$ cat src/rtl/ad9228_stream_packer.sv
// AD9228 per-channel stream packer.
// Pops 12-bit samples from the channel read FIFO and packs pairs of them into
// framed 32-bit AXI-Stream words: {CH_ID, s1, seq, s0}. Each frame has a fixed
// length, and a new frame starts only while `enable` is high in IDLE.
module ad9228_stream_packer #(
  parameter int         SAMPLES_PER_FRAME = 1024,
  parameter logic [3:0] CH_ID             = 4'd0
) (
  input  logic        clk,
  input  logic        rstn,
  input  logic        enable,
  input  logic        fifo_not_empty,
  input  logic [11:0] fifo_dout,
  output logic        fifo_rd_en,
  output logic [31:0] m_axis_tdata,
  output logic        m_axis_tvalid,
  input  logic        m_axis_tready,
  output logic        m_axis_tlast,
  output logic        busy,
  output logic [15:0] frame_count
);

  // SAMPLES_PER_FRAME must be even and at least 2; frames carry WORDS words.
  localparam int DATA_W = 12;
  localparam int WORDS  = SAMPLES_PER_FRAME / 2;
  localparam int ICNT_W = $clog2(SAMPLES_PER_FRAME + 1);
  localparam int WCNT_W = (WORDS > 1) ? $clog2(WORDS) : 1;
  localparam logic [ICNT_W-1:0] ISSUE_MAX = ICNT_W'(SAMPLES_PER_FRAME);
  localparam logic [WCNT_W-1:0] WORD_LAST = WCNT_W'(WORDS - 1);

  typedef enum logic [1:0] {
    IDLE  = 2'd0,
    RUN   = 2'd1,
    DRAIN = 2'd2
  } state_t;

  state_t             state;
  logic [ICNT_W-1:0]  issued;
  logic [15:0]        frame_cnt;

  // Capture stage: vld_p1 marks that fifo_dout carries the sample read last cycle.
  logic               vld_p1;
  logic               half_p1;
  logic [DATA_W-1:0]  s0_p1;
  logic [WCNT_W-1:0]  word_cnt;

  // Two-entry output buffer, entries hold {tlast, tdata}; buf0 is the head.
  logic [32:0]        buf0;
  logic [32:0]        buf1;
  logic [1:0]         out_count;

  logic [2:0]         credit;
  logic               rd_en;
  logic               push;
  logic               pop;
  logic               pop_last;
  logic [32:0]        push_entry;

  function automatic logic [31:0] pack_word(input logic [DATA_W-1:0] s1,
                                            input logic [3:0]        seq,
                                            input logic [DATA_W-1:0] s0);
    return {CH_ID, s1, seq, s0};
  endfunction

  // Reads still in flight or already captured must always fit in the buffer,
  // counting two half-words per buffered word; a pop this cycle is not credited.
  assign credit     = {out_count, 1'b0} + {2'b00, half_p1} + {2'b00, vld_p1};
  assign rd_en      = (state == RUN) && fifo_not_empty && (issued < ISSUE_MAX) &&
                      (credit < 3'd4);
  assign push       = vld_p1 && half_p1;
  assign pop        = (out_count != 2'd0) && m_axis_tready;
  assign pop_last   = pop && buf0[32];
  assign push_entry = {(word_cnt == WORD_LAST), pack_word(fifo_dout, frame_cnt[3:0], s0_p1)};

  assign fifo_rd_en    = rd_en;
  assign m_axis_tvalid = (out_count != 2'd0);
  assign m_axis_tdata  = buf0[31:0];
  assign m_axis_tlast  = buf0[32] && (out_count != 2'd0);
  assign busy          = (state != IDLE);
  assign frame_count   = frame_cnt;

  // Frame sequencing: start on enable, issue a frame's worth of reads, then
  // wait for the tlast handshake before returning to IDLE and bumping the frame tag.
  always_ff @(posedge clk) begin
    if (!rstn) begin
      state     <= IDLE;
      issued    <= '0;
      frame_cnt <= 16'd0;
    end else begin
      case (state)
        IDLE: begin
          if (enable) begin
            state  <= RUN;
            issued <= '0;
          end
        end
        RUN: begin
          if (rd_en) begin
            issued <= issued + ICNT_W'(1);
          end
          if (issued == ISSUE_MAX) begin
            state <= DRAIN;
          end
        end
        DRAIN: begin
          if (pop_last) begin
            state     <= IDLE;
            frame_cnt <= frame_cnt + 16'd1;
          end
        end
        default: state <= IDLE;
      endcase
    end
  end

  // ---- stage p1: capture returning FIFO data, pair samples, count words ----
  // Track the read pipeline and pair samples into words.
  always_ff @(posedge clk) begin
    if (!rstn) begin
      vld_p1   <= 1'b0;
      half_p1  <= 1'b0;
      s0_p1    <= '0;
      word_cnt <= '0;
    end else begin
      vld_p1 <= rd_en;
      if (vld_p1) begin
        if (!half_p1) begin
          s0_p1   <= fifo_dout;
          half_p1 <= 1'b1;
        end else begin
          half_p1  <= 1'b0;
          word_cnt <= (word_cnt == WORD_LAST) ? '0 : word_cnt + WCNT_W'(1);
        end
      end
    end
  end

  // ---- stage p2: output buffer feeding the AXI-Stream master ----
  // Two-entry FIFO with simultaneous push and pop.
  always_ff @(posedge clk) begin
    if (!rstn) begin
      buf0      <= '0;
      buf1      <= '0;
      out_count <= 2'd0;
    end else begin
      case ({push, pop})
        2'b10: begin
          if (out_count == 2'd0) begin
            buf0 <= push_entry;
          end else begin
            buf1 <= push_entry;
          end
          out_count <= out_count + 2'd1;
        end
        2'b01: begin
          buf0      <= buf1;
          out_count <= out_count - 2'd1;
        end
        2'b11: begin
          if (out_count == 2'd1) begin
            buf0 <= push_entry;
          end else begin
            buf0 <= buf1;
            buf1 <= push_entry;
          end
        end
        default: ;
      endcase
    end
  end

endmodule

$ cat config.mk
export PLATFORM = sky130hd
export DESIGN_NAME = ad9228_stream_packer
export DESIGN_NICKNAME = d
export VERILOG_FILES = /design/src/rtl/ad9228_stream_packer.sv
export SDC_FILE = /design/constraint.sdc
export NUM_CORES = 1
export LEC_CHECK = 0
export CELL_PAD_IN_SITES_DETAIL_PLACEMENT = 0
export CELL_PAD_IN_SITES_GLOBAL_PLACEMENT = 1
export CORE_ASPECT_RATIO = 1.25
export CORE_MARGIN = 3
export CORE_UTILIZATION = 41
export CTS_CLUSTER_DIAMETER = 150
export DETAILED_ROUTE_END_ITERATION = 6
export GPL_TIMING_DRIVEN = 0
export HOLD_SLACK_MARGIN = 0.08
export PLACE_DENSITY_LB_ADDON = 0.3
export SYNTH_ARGS = -nofsm -noshare
export SYNTH_HDL_FRONTEND = slang
export SYNTH_SLANG_ARGS = --single-unit
$ cat constraint.sdc
create_clock -name clk -period 3.2 [get_ports clk]
set_clock_uncertainty 0.1 [all_clocks]
set_input_delay 0.64 -clock clk [delete_from_list [all_inputs] [get_ports clk]]
set_output_delay 0.64 -clock clk [all_outputs]
set_load 0.05 [all_outputs]
==> flow_summary_export.csv, run 1 <==
group,metric,value,unit
outcome,outcome,"complete, no violations",
worst_setup_path,critPathArrivalTime,2.38,ns
die,std_cell_rows,44,
drt,detail_route.drc_violations,0,
finish,ff_latch_area,2242,um^2
timing,final-max-slew-violation-count,0,
drt,routed_wire_per_std_cell,15.05,um
finish,diodes,0,
global_routing,grt_antenna_before_repair,0,
drt,vias,4549,
die,floorplan.die.height,129.7,um
worst_setup_path,crit_fanout,10,
finish,layout_cell_area_excl_fill,6160,um^2
power_and_ir_drop,powerDensity,572.1,nW/um^2
clocking,cts_setup_buffers,0,
clocking,cts_sinks,112,
min_path,holdCritPathClass,"flip-flop to flip-flop",
worst_setup_path,worst-setup-path-type,"input pin to output port",
global_routing,overflow,0,
worst_setup_path,r2r-end,"buf1[7]",
finish,multi_input_comb_area,2312,um^2
synthesis,synth_area_per_cell,8.094,um^2
synthesis,synth.yosys.warnings,0,
finish,fraction_of_final_layout_cells_with_drive_strength_greater_than_1,8.143,%
clocking,cts.root.buffer_cell,"sky130_fd_sc_hd__clkbuf_16",
clocking,cts_hold_buffers,0,
die,floorplan.initialDensity,42.60,%
power_and_ir_drop,design_power_total,3.524,mW
synthesis,syn_area,5019,um^2
timing,max_freq,0.3207,GHz
finish,fill_cells,1173,
timing,worstMarginPinSlew,0.5648,ns
synthesis,yosysUniqueCellTypes,47,
clocking,htree_levels,3,
synthesis,postSynthCellCount,620,
die,die_area,13610,um^2
global_routing,via_count_of_the_first_global_routing_pass,4358,
worst_setup_path,critPathLaunchType,"input pin",
worst_setup_path,worst_setup_path_endpoint,"fifo_rd_en",
finish,mostFrequentLayoutCells,"114 x sky130_fd_sc_hd__nand2_1, 112 x sky130_fd_sc_hd__dfxtp_1, 62 x sky130_fd_sc_hd__clkdlybuf4s50_1",
finish,finish.net_count,722,
synthesis,synth-edff-count,0,
timing,grt_setup_unrepaired,"no",
die,number_of_ports_placed_on_the_die_boundary,69,
power_and_ir_drop,worst_ir_drop_vdd,0.0002855,V
synthesis,seq_total_area_yosys,44.68,%
clocking,tritoncts_clock_tree,"yes",
drt,post_drt_via_cell_ratio,5.283,
place,dpl.hpwl,9.590,mm
min_path,worst_hold_startpoint,"buf1[8]",
timing,final_period_minus_worst_setup_slack,3.118,ns
timing,final.period_utilization,97.44,%
drt,remaining_number_of_nets_flagged_by_the_antenna_check_after_routing,0,
global_routing,grt_use_total,19.23,%
finish,area_growth,22.74,%
drt,final_wirelength,12.96,mm
worst_setup_path,worst_setup_path_startpoint,"fifo_not_empty",
worst_setup_path,cp.required,2.46,ns
clocking,clock_latency,0.35,ns
worst_setup_path,r2r.worst_path.cells,11,
clocking,path_clk_slew,0.07,ns
job,maxCapViolations,0,
timing,timing_hold_violations_final,0,
place,post_dp_cell_area,5862,um^2
timing,worst_slew_margin_rel,62.34,%
clocking,cts_made_buffers,9,
worst_setup_path,internal_reg_to_reg_setup_slack,0.38,ns
synthesis,synth_seq_cells,112,
die,core_area,11780,um^2
finish,layout.core_utilization,52.28,%
timing,report.final.setup_viol,0,
worst_setup_path,critical_path.endpoint_type,"output port",
place,portBuffers,63,
finish,layout_commonest_cell,"sky130_fd_sc_hd__nand2_1",
worst_setup_path,critical_path.reg2reg.startpoint,"out_count[0]",
place,finalWeightedCongestion,0.8971,
global_routing,grt_max_degree,20,
drt,drtPass1Iterations,5,
synthesis,ys_async_sr_fraction,0,%
die,die_x,105.0,um
global_routing,grt_first_pass_wirelength,21.30,mm
clocking,clk_buf_depth,2,
drt,initialDrtViolationCount,183,
power_and_ir_drop,p_leak,2.231,nW
synthesis,synth-main-ff-cell,"sky130_fd_sc_hd__dfxtp_1",
==> worst max-delay path: stages <==
cell and delay (ns):
sky130_fd_sc_hd__clkdlybuf4s50_1 0.45, sky130_fd_sc_hd__nor2b_1 0.20, sky130_fd_sc_hd__o21ai_0 0.16, sky130_fd_sc_hd__clkbuf_1 0.25
sky130_fd_sc_hd__nor2_1 0.15, sky130_fd_sc_hd__clkdlybuf4s15_1 0.51
==> area by class of cell <==
cell class	count	area share, %
multi-input cells	421	37.54
flip-flops and latches	112	36.40
repair buffers	63	10.24
plain buffers	74	6.744
clock buffers	9	3.656
well taps	161	3.270
clock inverters	7	1.300
inverters	14	0.8531
==> layer usage <==
layer  GRT usage [%]  routed length [um]  vias to the layer above
met5               0                   0                        -
met4           7.259                 275                        0
met3           3.068                 403                       17
met2           35.21                6737                       88
met1           22.71                5539                     2161
li1                -                   -                     2283
==> kinds of logic after synthesis <==
family	synth area share, %
muxes	0.3989
and+or+nand+nor	22.14
buffers and inverters	9.474
other	0.07472
adders and majority gates	2.493
xor gates and xnor gates	2.269
AOI/OAI and AO/OA	18.47
DFF	44.68
==> stage by stage <==
step	instances	hold WS [ns]	setup WS, ns	setup TNS, ns
after global placement	847	0.3417	-0.2159	-0.2415
after global routing	861	0.3772	0.002340	0
final	861	0.3556	0.08200	0
after detailed placement	847	0.3466	-0.2234	-0.6128
after CTS	863	0.3577	0.04094	0
after floorplan	623	0.3364	0.7342	0
==> synth_stat cells, types with 2 or more instances <==
cell type                   instances  share of area [%]
sky130_fd_sc_hd__nand2_1          114                8.5
sky130_fd_sc_hd__dfxtp_1          112                 45
sky130_fd_sc_hd__a21oi_1           53                5.3
sky130_fd_sc_hd__nor2_1            51                3.8
sky130_fd_sc_hd__o21ai_0           40                4.0
sky130_fd_sc_hd__buf_4             36                5.4
sky130_fd_sc_hd__clkbuf_1          33                2.5
sky130_fd_sc_hd__a221oi_1          29                5.1
sky130_fd_sc_hd__nand3_1           16                1.6
sky130_fd_sc_hd__inv_1             14                1.0
sky130_fd_sc_hd__or4_1             12                1.8
sky130_fd_sc_hd__nand4_1           11                1.4
sky130_fd_sc_hd__xor2_1            11                1.9
sky130_fd_sc_hd__ha_1              10                2.5
sky130_fd_sc_hd__nand2b_1           6               0.75
sky130_fd_sc_hd__nor2b_1            6               0.75
sky130_fd_sc_hd__buf_1              5               0.37
sky130_fd_sc_hd__nor4_1             5               0.62
sky130_fd_sc_hd__o31ai_1            5               0.75
sky130_fd_sc_hd__or3_1              5               0.62
sky130_fd_sc_hd__and3_1             4               0.50
sky130_fd_sc_hd__nor3_1             4               0.40
sky130_fd_sc_hd__o21a_1             3               0.45
sky130_fd_sc_hd__a22oi_1            2               0.30
sky130_fd_sc_hd__a31oi_1            2               0.25
sky130_fd_sc_hd__and2_1             2               0.25
sky130_fd_sc_hd__and3b_1            2               0.35
sky130_fd_sc_hd__buf_2              2               0.20
sky130_fd_sc_hd__mux2i_1            2               0.40
sky130_fd_sc_hd__o2111ai_1          2               0.35
sky130_fd_sc_hd__o211ai_1           2               0.30
sky130_fd_sc_hd__o21bai_1           2               0.30
sky130_fd_sc_hd__o22ai_1            2               0.25
sky130_fd_sc_hd__xnor2_1            2               0.35
==> sequential cells by signal, summed over array words and instances (netlist names) <==
| register | count |
|---|---|
| buf0 | 29 |
| buf1 | 29 |
| frame_count | 16 |
| s0_p1 | 12 |
| issued | 11 |
| word_cnt | 9 |
| out_count | 2 |
| state | 2 |
| half_p1 | 1 |
| vld_p1 | 1 |
==> where the power goes <==
group | internal (mW) | switching [mW]
clock network | 0.618 | 0.533
logic | 0.307 | 0.540
registers | 1.48 | 0.0508
==> what timing repair did <==
| action | CTS | global route |
|---|---|---|
| endpoints found under the hold margin | 0 | 0 |
| pin swaps | 0 | 0 |
| resized for setup | 1 | 1 |
| setup endpoints to repair | 1 | 21 |
==> how the worst min path moves through the flow <==
stage / endpoint / slack [ns] / cells after the start
after detailed placement: buf1[3] / 0.35 / 2
final: buf1[8] / 0.36 / 2
after CTS: buf1[3] / 0.36 / 2
after global placement: buf1[26] / 0.34 / 2
after global routing: buf1[10] / 0.38 / 2
after floorplan: buf1[0] / 0.34 / 2
Power figures use the tool's default switching activity.
==> run 2, diff against run 1 <==
--- a/config.mk
+++ b/config.mk
@@ -5,6 +5,7 @@
 export SDC_FILE = /design/constraint.sdc
 export NUM_CORES = 1
 export LEC_CHECK = 0
+export ABC_CLOCK_PERIOD_IN_PS = 3200
 export CELL_PAD_IN_SITES_DETAIL_PLACEMENT = 0
 export CELL_PAD_IN_SITES_GLOBAL_PLACEMENT = 1
 export CORE_ASPECT_RATIO = 1.25
@@ -12,7 +13,6 @@
 export CORE_UTILIZATION = 41
 export CTS_CLUSTER_DIAMETER = 150
 export DETAILED_ROUTE_END_ITERATION = 6
-export GPL_TIMING_DRIVEN = 0
 export HOLD_SLACK_MARGIN = 0.08
 export PLACE_DENSITY_LB_ADDON = 0.3
 export SYNTH_ARGS = -nofsm -noshare
==> flow_summary_export.csv, run 2 (same netlist as run 1, synthesis figures left out) <==
group,metric,value,unit
finish,fraction_of_final_layout_cells_with_drive_strength_greater_than_1,5.495,%
worst_setup_path,crit_fanout,6,
timing,final-max-slew-violation-count,0,
timing,timing_hold_violations_final,0,
finish,layout_cell_area_excl_fill,5841,um^2
clocking,clk_buf_depth,2,
clocking,cts_setup_buffers,0,
die,core_area,11780,um^2
place,dpl.hpwl,8.332,mm
drt,drtPass1Iterations,4,
finish,diodes,0,
clocking,htree_levels,3,
worst_setup_path,internal_reg_to_reg_setup_slack,0.47,ns
place,pre_cts_slack,0.2317,ns
clocking,post_cts.resized_instances,0,
drt,post_drt_via_cell_ratio,5.406,
power_and_ir_drop,worst_ir_drop_vdd,0.0003383,V
finish,mostFrequentLayoutCells,"114 x sky130_fd_sc_hd__nand2_1, 112 x sky130_fd_sc_hd__dfxtp_1, 62 x sky130_fd_sc_hd__clkdlybuf4s50_1",
worst_setup_path,critPathArrivalTime,2.09,ns
drt,final_wirelength,12.63,mm
clocking,cts.root.buffer_cell,"sky130_fd_sc_hd__clkbuf_16",
worst_setup_path,critical_path.reg2reg.startpoint,"out_count[0]",
min_path,holdCritPathClass,"flip-flop to flip-flop",
drt,routed_wire_per_std_cell,15.83,um
power_and_ir_drop,powerDensity,582.2,nW/um^2
worst_setup_path,critical_path.endpoint_type,"output port",
finish,finish.net_count,659,
global_routing,grt_antenna_before_repair,0,
die,die_area,13610,um^2
clocking,cts_made_buffers,9,
timing,grt_setup_unrepaired,"no",
worst_setup_path,critPathLaunchType,"flip-flop",
clocking,cts_sinks,112,
timing,max_freq,0.3536,GHz
clocking,cts_hold_buffers,0,
place,portBuffers,64,
power_and_ir_drop,design_power_total,3.400,mW
drt,detail_route.drc_violations,0,
worst_setup_path,r2r.worst_path.cells,10,
timing,final.period_utilization,88.39,%
global_routing,grt_use_total,18.75,%
die,floorplan.initialDensity,42.60,%
die,floorplan.die.height,129.7,um
timing,final_period_minus_worst_setup_slack,2.828,ns
worst_setup_path,r2r-end,"buf0[3]",
outcome,outcome,"complete, no violations",
die,number_of_ports_placed_on_the_die_boundary,69,
finish,layout.core_utilization,49.58,%
timing,final.setup.tns,0,ns
drt,initialDrtViolationCount,230,
drt,remaining_number_of_nets_flagged_by_the_antenna_check_after_routing,0,
worst_setup_path,worst-setup-path-type,"flip-flop to output port",
place,place.detailed.instances,782,
global_routing,overflow,0,
clocking,tritoncts_clock_tree,"yes",
min_path,hold_path_depth,2,
finish,layout_commonest_cell,"sky130_fd_sc_hd__nand2_1",
timing,worst_slew_margin_rel,22.30,%
min_path,holdPathEnd,"buf1[19]",
drt,vias,4314,
die,die_x,105.0,um
power_and_ir_drop,p_leak,2.042,nW
place,finalWeightedCongestion,0.8522,
finish,post_layout_nonfiller_instances,798,
clocking,path_clk_slew,0.08,ns
min_path,worst_hold_startpoint,"buf1[19]",
timing,worstMarginPinSlew,1.165,ns
global_routing,grt_max_degree,42,
place,post_dp_cell_area,5553,um^2
clocking,clock_latency,0.36,ns
global_routing,grt_first_pass_wirelength,20.59,mm
job,maxCapViolations,0,
timing,setup_ws,0.3717,ns
worst_setup_path,cp.required,2.46,ns
global_routing,via_count_of_the_first_global_routing_pass,4139,
finish,area_growth,16.38,%
timing,finalHoldWorstSlack,0.3544,ns
timing,report.final.setup_viol,0,
die,std_cell_rows,44,
==> run 2: how the worst max path moves through the flow <==
| stage | cells past startpoint | endpoint | from | slack, ns |
|---|---|---|---|---|
| floorplan | 4 | fifo_rd_en | fifo_not_empty | 0.73 |
| global placement | 9 | buf0[1] | m_axis_tready | 0.29 |
| detailed placement | 9 | buf0[3] | m_axis_tready | 0.23 |
| CTS | 4 | m_axis_tlast | out_count[0] | 0.34 |
| global route | 10 | buf0[1] | out_count[0] | 0.23 |
| finish | 4 | m_axis_tlast | out_count[0] | 0.37 |
==> run 2: metal layers <==
| metal | vias up | share of wire (%) | global-route usage (%) | wire length, um |
|---|---|---|---|---|
| met3 | 19 | 4.7 | 3.464 | 596 |
| li1 | 2150 | - | - | - |
| met1 | 2044 | 44 | 23.06 | 5541 |
| met5 | - | 0 | 0 | 0 |
| met2 | 101 | 49 | 32.04 | 6177 |
| met4 | 0 | 2.5 | 8.726 | 314 |
==> run 2: area by class of cell <==
class | count | area [um^2]
fill | 1178 | 5941
multi-input combinational | 421 | 2323
sequential | 112 | 2242
timing repair buffer | 74 | 733.2
clock buffer | 9 | 225.2
tap | 161 | 201.4
clock inverter | 7 | 62.56
inverter | 14 | 52.55
==> run 2: power by group <==
part           total [mW]  leakage, nW  switching (mW)  internal, mW
Combinational       0.749        0.994           0.514         0.235
Sequential           1.54        0.904          0.0615          1.48
Clock                1.11        0.145           0.565         0.549
==> run 2: worst max-delay path, cell delays in order, from the launching register on <==
cell,delay (ns)
sky130_fd_sc_hd__dfxtp_1,0.42
sky130_fd_sc_hd__inv_1,0.07
sky130_fd_sc_hd__ha_1,0.27
sky130_fd_sc_hd__nor2b_1,0.16
sky130_fd_sc_hd__clkdlybuf4s50_1,0.82
